File: config.mk
export PLATFORM = sky130hd
export DESIGN_NAME = bus_mailbox_slave
export DESIGN_NICKNAME = d
export VERILOG_FILES = /design/src/rtl/bus_mailbox_pkg.sv /design/src/rtl/mailbox_fifo.sv /design/src/rtl/bus_mailbox_slave.sv
export SDC_FILE = /design/constraint.sdc
export NUM_CORES = 1
export LEC_CHECK = 0
export ABC_AREA = 1
export BUFFER_PORTS_ARGS = -buffer_cell sky130_fd_sc_hd__buf_4
export CORE_MARGIN = 3
export CORE_UTILIZATION = 34
export CTS_CLUSTER_DIAMETER = 200
export DETAILED_ROUTE_END_ITERATION = 10
export PLACE_DENSITY_LB_ADDON = 0.25
export SYNTH_ARGS = -nofsm -noshare
export SYNTH_HDL_FRONTEND = slang
export SYNTH_SLANG_ARGS = --single-unit
export TNS_END_PERCENT = 50
File: constraint.sdc
create_clock -name clk -period 4.5 [get_ports clk]
set_input_delay 0 -clock clk [delete_from_list [all_inputs] [get_ports clk]]
set_output_delay 0 -clock clk [all_outputs]
set_load 0.02 [all_outputs]
File: src/rtl/bus_mailbox_pkg.sv
// Shared constants for the bus mailbox slave: register offsets and the bit
// positions inside the STATUS and CTRL registers.
package bus_mailbox_pkg;

  localparam logic [2:0] OFS_DATA   = 3'h0;
  localparam logic [2:0] OFS_STATUS = 3'h1;
  localparam logic [2:0] OFS_CTRL   = 3'h2;

  localparam int ST_EMPTY   = 0;
  localparam int ST_FULL    = 1;
  localparam int ST_OVF     = 2;
  localparam int ST_UDF     = 3;
  localparam int ST_CNT_LSB = 8;

  localparam int CTL_IRQ_EN = 0;
  localparam int CTL_FLUSH  = 1;

endpackage

File: src/rtl/mailbox_fifo.sv
// Power-of-two circular FIFO of 32-bit words with flush, used as the mailbox
// storage; full pushes and empty pops leave the state untouched.
module mailbox_fifo #(
  parameter int DEPTH = 8,
  parameter int CNT_W = $clog2(DEPTH) + 1
) (
  input  logic             clk,
  input  logic             reset_n,
  input  logic             i_push,
  input  logic             i_pop,
  input  logic             i_flush,
  input  logic [31:0]      i_wdata,
  output logic [31:0]      o_rdata,
  output logic [CNT_W-1:0] o_count,
  output logic             o_empty,
  output logic             o_full,
  output logic             o_empty_next
);

  localparam int AW = $clog2(DEPTH);
  localparam logic [CNT_W-1:0] FULL_CNT = CNT_W'(DEPTH);

  logic [31:0]      r_mem [DEPTH];
  logic [AW-1:0]    r_wr_ptr;
  logic [AW-1:0]    r_rd_ptr;
  logic [CNT_W-1:0] r_count;
  logic             w_do_push;
  logic             w_do_pop;
  logic [CNT_W-1:0] w_count_next;

  assign o_count = r_count;
  assign o_empty = (r_count == '0);
  assign o_full  = (r_count == FULL_CNT);
  assign o_rdata = r_mem[r_rd_ptr];

  assign w_do_push = i_push & ~o_full & ~i_flush;
  assign w_do_pop  = i_pop & ~o_empty & ~i_flush;

  always_comb begin
    w_count_next = r_count;
    if (i_flush)
      w_count_next = '0;
    else if (w_do_push)
      w_count_next = r_count + 1'b1;
    else if (w_do_pop)
      w_count_next = r_count - 1'b1;
  end

  assign o_empty_next = (w_count_next == '0);

  // Pointers wrap naturally because DEPTH is a power of two.
  always_ff @(posedge clk or negedge reset_n) begin
    if (!reset_n) begin
      r_wr_ptr <= '0;
      r_rd_ptr <= '0;
      r_count  <= '0;
    end else begin
      r_count <= w_count_next;
      if (i_flush)
        r_rd_ptr <= r_wr_ptr;
      else if (w_do_push)
        r_wr_ptr <= r_wr_ptr + 1'b1;
      else if (w_do_pop)
        r_rd_ptr <= r_rd_ptr + 1'b1;
    end
  end

  always_ff @(posedge clk) begin
    if (w_do_push)
      r_mem[r_wr_ptr] <= i_wdata;
  end

endmodule

File: src/rtl/bus_mailbox_slave.sv
// Register-mapped mailbox on one shared-bus slave slot: DATA push/pop, STATUS
// with sticky error flags, CTRL with interrupt enable and flush.
module bus_mailbox_slave
  import bus_mailbox_pkg::*;
#(
  parameter int DEPTH = 8,
  parameter int CNT_W = $clog2(DEPTH) + 1
) (
  input  logic        clk,
  input  logic        reset_n,
  input  logic        s_sel,
  input  logic        s_wr,
  input  logic [7:0]  s_address,
  input  logic [31:0] s_din,
  output logic [31:0] s_dout,
  output logic        irq
);

  logic [2:0]       w_ofs;
  logic             w_wr_acc;
  logic             w_rd_acc;
  logic             w_push;
  logic             w_pop;
  logic             w_flush;
  logic             w_ctrl_wr;
  logic             w_stat_wr;
  logic             w_irq_en_next;
  logic [31:0]      w_rdata;
  logic [CNT_W-1:0] w_count;
  logic             w_empty;
  logic             w_full;
  logic             w_empty_next;
  logic             w_unused_addr;

  logic r_overflow;
  logic r_underflow;
  logic r_irq_en;
  logic r_irq;

  assign w_ofs         = s_address[2:0];
  assign w_unused_addr = &{1'b0, s_address[7:3]};

  assign w_wr_acc  = s_sel & s_wr;
  assign w_rd_acc  = s_sel & ~s_wr;
  assign w_push    = w_wr_acc & (w_ofs == OFS_DATA);
  assign w_pop     = w_rd_acc & (w_ofs == OFS_DATA);
  assign w_ctrl_wr = w_wr_acc & (w_ofs == OFS_CTRL);
  assign w_stat_wr = w_wr_acc & (w_ofs == OFS_STATUS);
  assign w_flush   = w_ctrl_wr & s_din[CTL_FLUSH];

  assign w_irq_en_next = w_ctrl_wr ? s_din[CTL_IRQ_EN] : r_irq_en;

  mailbox_fifo #(
    .DEPTH (DEPTH),
    .CNT_W (CNT_W)
  ) u_fifo (
    .clk          (clk),
    .reset_n      (reset_n),
    .i_push       (w_push),
    .i_pop        (w_pop),
    .i_flush      (w_flush),
    .i_wdata      (s_din),
    .o_rdata      (w_rdata),
    .o_count      (w_count),
    .o_empty      (w_empty),
    .o_full       (w_full),
    .o_empty_next (w_empty_next)
  );

  // A new error event on the same edge as a write-1 clear keeps the flag set.
  always_ff @(posedge clk or negedge reset_n) begin
    if (!reset_n) begin
      r_overflow  <= 1'b0;
      r_underflow <= 1'b0;
      r_irq_en    <= 1'b0;
      r_irq       <= 1'b0;
    end else begin
      r_overflow  <= (w_push & w_full) |
                     (r_overflow & ~(w_stat_wr & s_din[ST_OVF]));
      r_underflow <= (w_pop & w_empty) |
                     (r_underflow & ~(w_stat_wr & s_din[ST_UDF]));
      r_irq_en    <= w_irq_en_next;
      r_irq       <= w_irq_en_next & ~w_empty_next;
    end
  end

  assign irq = r_irq;

  always_comb begin
    s_dout = '0;
    if (w_rd_acc) begin
      case (w_ofs)
        OFS_DATA:
          s_dout = w_empty ? 32'h0 : w_rdata;
        OFS_STATUS: begin
          s_dout[ST_EMPTY]               = w_empty;
          s_dout[ST_FULL]                = w_full;
          s_dout[ST_OVF]                 = r_overflow;
          s_dout[ST_UDF]                 = r_underflow;
          s_dout[ST_CNT_LSB +: CNT_W]    = w_count;
        end
        OFS_CTRL:
          s_dout[CTL_IRQ_EN] = r_irq_en;
        default:
          s_dout = '0;
      endcase
    end
  end

endmodule

Yosys cells after proc, flatten, opt, wreduce, memory -nomap -nowiden
Memories as Yosys holds them, arrays and structs flattened.
Index checks and enable logic that the tools add are counted.
- flip-flop bits (word level): 14
- memory bits (writable): 256
- input port bits: 44
- logic and storage cells: 65
- memories: 1
- $add $sub $neg: 4
- equal/unequal tests: 4
- mux-type cells: 16
- bitwise logic cells: 27
- reductions and logical operators: 6
- memory list (memory ; words ; width ; rd ports ; clocked after Yosys merged registers in ; write ports ; RTL line ; RTL):
    u_fifo.r_mem ; 8 ; 32 ; 1 ; 0 ; 1 ; mailbox_fifo.sv:23 ; logic [31:0] r_mem [DEPTH];
- operator list (cell ; number):
    32-bit two-way mux ; 2
    20-bit two-way mux ; 1
    1-bit AND ; 18
    4-bit two-way mux ; 4
    3-bit two-way mux ; 3
    4-bit zero test ; 2
    4-bit one-hot mux with 2 select lines ; 1
    1-bit NOT ; 7
    3-bit by 1-bit adder with 3-bit output, second input constant ; 2
    3-bit one-hot mux with 2 select lines ; 1
    4-bit by 1-bit adder with 4-bit output, second input constant ; 1
    4-bit equality test, second input constant ; 1
    2-bit AND reduction ; 2
    4-bit by 1-bit subtractor with 4-bit output, second input constant ; 1
    3-bit by 1-bit equality test with 1-bit output, second input constant ; 1
    3-bit by 2-bit equality test with 1-bit output, second input constant ; 1
    3-bit zero test ; 1
    1-bit two-way mux ; 3
    1-bit one-hot mux with 3 select lines ; 1
    2-bit by 1-bit inequality test with 1-bit output, second input constant ; 1
    1-bit OR ; 2
    2-bit nonzero test ; 1

Logic depth before layout (Yosys ltp)
- depth in word-level cells: 11
- depth in mapped cells: 12
- gate-level depth less buffers: 12

Hierarchy
From an unflattened synthesis, not the netlist that was laid out.
- cell total of the unflattened synthesis: 946
- area, all modules: 11305.8 µm²
- modules (own cells, without submodules) (module ; instances ; cells an instance ; area each (µm²) ; sequential area each (µm²)):
    mailbox_fifo ; 1 ; 829 ; 10664.0 ; 7937.6
    bus_mailbox_slave ; 1 ; 117 ; 641.9 ; 100.1

Worst setup path before layout
Ideal clock, no wire load.
- kind: register -> register
- start point: register u_fifo.r_count[0] (netlist: u_fifo.o_count[0])
- end point: memory u_fifo.r_mem[2][0] (enable)
- library setup time: 0.461 ns
- data arrival time: 3.460 ns
- path slack: 0.579 ns
- stages on the path, launching flop included: 7
- cells stage by stage: dfrtp_1 > inv_1 > ha_1 > nand3_2 > nand3_2 > or2_4 > nor3_1
- word-level cells in the longest chain between the ends: 6
- ends and longest elaborated chain (item ; RTL line ; RTL):
    start: declaration ; mailbox_fifo.sv:26 ; logic [CNT_W-1:0] r_count;
    start signal: assignment ; mailbox_fifo.sv:58 ; r_count <= w_count_next;
    4-bit equality test ; mailbox_fifo.sv:33 ; assign o_full = (r_count == FULL_CNT);
    1-bit NOT ; mailbox_fifo.sv:36 ; assign w_do_push = i_push & ~o_full & ~i_flush;
    1-bit AND (2 in a row) ; mailbox_fifo.sv:36 ;
    1-bit two-way mux ; mailbox_fifo.sv:69 ; if (w_do_push)
    1-bit two-way mux (not written as such) ; mailbox_fifo.sv:70 ; r_mem[r_wr_ptr] <= i_wdata;
    end: declaration ; mailbox_fifo.sv:23 ;
No other way between the ends.

Final worst setup path
- start point: register u_fifo.r_rd_ptr[0]
- end point: output port s_dout[0]
- word-level cells in the longest chain between the ends: 4
- ends and longest elaborated chain (item ; RTL line ; RTL):
    start: declaration ; mailbox_fifo.sv:25 ; logic [AW-1:0] r_rd_ptr;
    start signal: assignment ; mailbox_fifo.sv:60 ; r_rd_ptr <= r_wr_ptr;
    start signal: assignment ; mailbox_fifo.sv:64 ; r_rd_ptr <= r_rd_ptr + 1'b1;
    memory 8 x 32 bit ; -- ;
    32-bit two-way mux ; bus_mailbox_slave.sv:94 ; s_dout = w_empty ? 32'h0 : w_rdata;
    1-bit one-hot mux with 3 select lines ; bus_mailbox_slave.sv:92 ; case (w_ofs)
    32-bit two-way mux ; bus_mailbox_slave.sv:91 ; if (w_rd_acc) begin
    end: declaration ; bus_mailbox_slave.sv:15 ; output logic [31:0] s_dout,
No other way between the ends.

==> parameters.txt <==
Parameter                              Value

Status
  Run status    finished, final reports clean

Global routing
  GRT Util Overall    14.5%
  Antenna violations before repair    0
  Global-route wire length before repair    40,600 um
  Pin count of the biggest net entering global routing    87
  Total congestion overflow after global routing    0
  Vias in the first global route    7,069

Setup path
  Highest fanout seen on the critical path    86
  Class of the most critical setup path    reg -> out
  Crit. Startpoint    u_fifo.r_rd_ptr[0]
  Required time of the critical path    4.50 ns
  Startpoint Class    flop
  Crit end category    output port
  FF-to-FF Start    u_fifo.o_count[0]
  Data arrival time of the worst path    3.47 ns

Synthesis
  Number of nets produced by synthesis    933
  Number of flip-flops and latches in the synthesized netlist    270
  Number of warnings issued by yosys    0
  Post-synthesis cell type with the largest combined area    sky130_fd_sc_hd__edfxtp_1
  Synth cell types    38
  Average cell area after synthesis    12.5 um^2
  Synth Cell Area    0.0111 mm^2
  Share of the synthesized area in the top cell type    69.5%
  Gate Count Post-Synth    884
  Sequential cell area fraction in the yosys report    72.7%
  Leading cell types by total area after synthesis    sky130_fd_sc_hd__edfxtp_1 (70%), sky130_fd_sc_hd__nor2_1 (6.7%), sky130_fd_sc_hd__o21ai_0 (5.8%)

Die
  Die extent in x    186 um
  Placeable core region    0.0318 mm^2
  Height of the chip    186 um
  Initial core utilization    34.8%
  Die Area    0.0347 mm^2
  Number of placement rows    65
  IO Count    77

Power and ir drop
  Static Leakage    4.57 nW
  Overall power after layout    0.00697 W
  Power Density    521 mW/mm^2
  Maximum vdd ir drop    0.320 mV

Placed design
  Placed cell count    1,351
  Post-DP HPWL    13,600 um
  Routability cong.    0.765
  Input/output buffers    71

STA
  Final setup skew    0.0151 ns
  Minimum clock period after layout    3.47 ns
  Setup TNS    0 ns
  Rel. slew slack    28.3%
  Fmax    288 MHz
  Fin crit share    77.2%
  Pins over their slew limit    0
  Unrepaired setup endpoints after global routing    no
  Final number of setup-violating endpoints    0
  Worst-Margin Slew    1.07 ns
  Number of hold violations in the final report    0

CTS
  Setup bufs post-CTS    0
  Maximum buffer depth of the clock tree    3
  H-tree levels    1
  CTS root buf    sky130_fd_sc_hd__clkbuf_16
  CTS Buf Count    30
  Number of sinks on the clock net    270
  CTS tree    built
  Later-pin clock latency in the skew report    0.54 ns
  Clock transition at the register clock pins on the worst setup and hold paths after CTS    0.05 ns

Detailed routing
  Total via count after detailed routing    7,064
  Average routed wire per standard cell    17.8 um
  Number of routed nets with antenna violations    0
  Via density per instance    4.90
  Residual DRC    0
  Post-Route WL    25,700 um
  Pre-Repair DR Iteration Count    5
  Iteration-0 DRC Markers    541

Worst hold path
  Min-delay src    s_sel
  Class of the tightest hold or removal check    in -> reg

Final layout
  Final standard cell count with taps included and fillers excluded    1,443
  Leading cell types in the layout, fill and taps excluded    sky130_fd_sc_hd__edfxtp_1 (256), sky130_fd_sc_hd__nor2_1 (195), sky130_fd_sc_hd__o21ai_0 (129)
  Most common cell after layout, fill and taps aside    sky130_fd_sc_hd__edfxtp_1
  Fraction of final layout cells with drive strength greater than 1    15.7%
  Diode count    0
  Growth of design area from synthesis to finish    21.1%
  Final Net Count    1,038

Flow run
  MaxCap Viol Count    0
synth_stat cells:
master and number:
sky130_fd_sc_hd__a211oi_2 1, sky130_fd_sc_hd__a21boi_0 1, sky130_fd_sc_hd__a21oi_1 11, sky130_fd_sc_hd__a22oi_1 1, sky130_fd_sc_hd__a31oi_1 24, sky130_fd_sc_hd__a32oi_1 1
sky130_fd_sc_hd__buf_1 1, sky130_fd_sc_hd__buf_2 23, sky130_fd_sc_hd__buf_4 2, sky130_fd_sc_hd__buf_6 8, sky130_fd_sc_hd__clkbuf_1 18, sky130_fd_sc_hd__clkbuf_2 1
sky130_fd_sc_hd__clkinv_2 1, sky130_fd_sc_hd__dfrtp_1 14, sky130_fd_sc_hd__edfxtp_1 256, sky130_fd_sc_hd__ha_1 5, sky130_fd_sc_hd__inv_1 19, sky130_fd_sc_hd__inv_2 8
sky130_fd_sc_hd__nand2_1 47, sky130_fd_sc_hd__nand2_2 1, sky130_fd_sc_hd__nand3_1 19, sky130_fd_sc_hd__nand3_2 5, sky130_fd_sc_hd__nand3_4 1, sky130_fd_sc_hd__nand4_1 2
sky130_fd_sc_hd__nor2_1 197, sky130_fd_sc_hd__nor2_2 2, sky130_fd_sc_hd__nor2_4 4, sky130_fd_sc_hd__nor2_8 1, sky130_fd_sc_hd__nor3_1 7, sky130_fd_sc_hd__nor3_2 1
sky130_fd_sc_hd__o211ai_1 15, sky130_fd_sc_hd__o21ai_0 129, sky130_fd_sc_hd__o21ai_1 29, sky130_fd_sc_hd__o21bai_1 1, sky130_fd_sc_hd__o22ai_1 24, sky130_fd_sc_hd__or2_4 1
sky130_fd_sc_hd__xnor2_1 1, sky130_fd_sc_hd__xor2_1 2
worst max-delay path: stages (launching register included):
cell and delay (ns):
sky130_fd_sc_hd__dfrtp_4 0.82, sky130_fd_sc_hd__clkinv_2 0.70, sky130_fd_sc_hd__buf_12 0.46, sky130_fd_sc_hd__nor2_1 0.11, sky130_fd_sc_hd__o21ai_0 0.09, sky130_fd_sc_hd__o211ai_1 0.37
sky130_fd_sc_hd__a21oi_1 0.13, sky130_fd_sc_hd__buf_4 0.18
layout make-up:
class,count,area [um^2]
Fill cell,2983,18400
Sequential cell,270,8040
Multi-Input combinational cell,533,2670
Timing Repair Buffer,126,1100
Clock buffer,39,806
Tap cell,435,544
Clock inverter,12,128
Inverter,28,108
final timing paths:
| path | to | slack [ns] | cells after the start |
|---|---|---|---|
| worst max-delay path | s_dout[0] | 1.03 | 7 |
| worst min-delay path | u_fifo.r_wr_ptr[0] | 0.08 | 6 |
| worst max register to register | u_fifo.r_mem[2][5] | 1.59 | 7 |
| worst min register to register | u_fifo.r_wr_ptr[0] | 0.59 | 2 |
| max in group asynchronous | u_fifo.r_rd_ptr[0] | 3.41 | 3 |
| min in group asynchronous | r_overflow | 0.59 | 3 |
registers in the layout, indices dropped and copies added, names as in the netlist:
register         count
r_irq_en             1
u_fifo.o_count       4
irq                  1
u_fifo.r_rd_ptr      3
u_fifo.r_wr_ptr      3
u_fifo.r_mem       256
r_overflow           1
r_underflow          1
power breakdown:
group	switching (W)	internal [W]	total, W
clock	0.000904	0.00141	0.00232
sequential	0.000160	0.00283	0.00299
combinational	0.00113	0.000538	0.00167
per-stage QoR:
| stage | utilization, % | setup WS [ns] | area, um^2 | hold WS [ns] |
|---|---|---|---|---|
| floorplan | - | 0.579 | 11100 | -0.296 |
| global placement | 37.9 | 1.54 | 12000 | -0.134 |
| detailed placement | 37.9 | 1.56 | 12000 | -0.138 |
| CTS | 42.1 | 0.979 | 13400 | 0.0679 |
| global route | 42.1 | 0.733 | 13400 | 0.150 |
| finish | 42.1 | 1.03 | 13400 | 0.0805 |
logic make-up (layout without fill, tap and decap cells):
| group | Yosys count | after routing | share of synthesized area (%) |
|---|---|---|---|
| compound gates | 237 | 237 | 11.8 |
| xor+xnor | 3 | 3 | 0.238 |
| fa+ha+maj | 5 | 5 | 0.566 |
| buf+inv | 81 | 205 | 3.64 |
| flops | 270 | 270 | 72.7 |
| simple gates | 288 | 288 | 11.1 |
layer usage:
metal	vias up	wire [um]	track usage, %
met5	-	0	0
met4	0	520	3.61
met3	38	1260	2.46
met2	154	12200	24.0
met1	3445	11800	20.1
li1	3427	-	-
timing repair:
item	in CTS	in global routing
endpoints found under the hold margin	281	0
resized for setup	0	0
hold buffers	41	0
(Power assumes the default switching activity.)
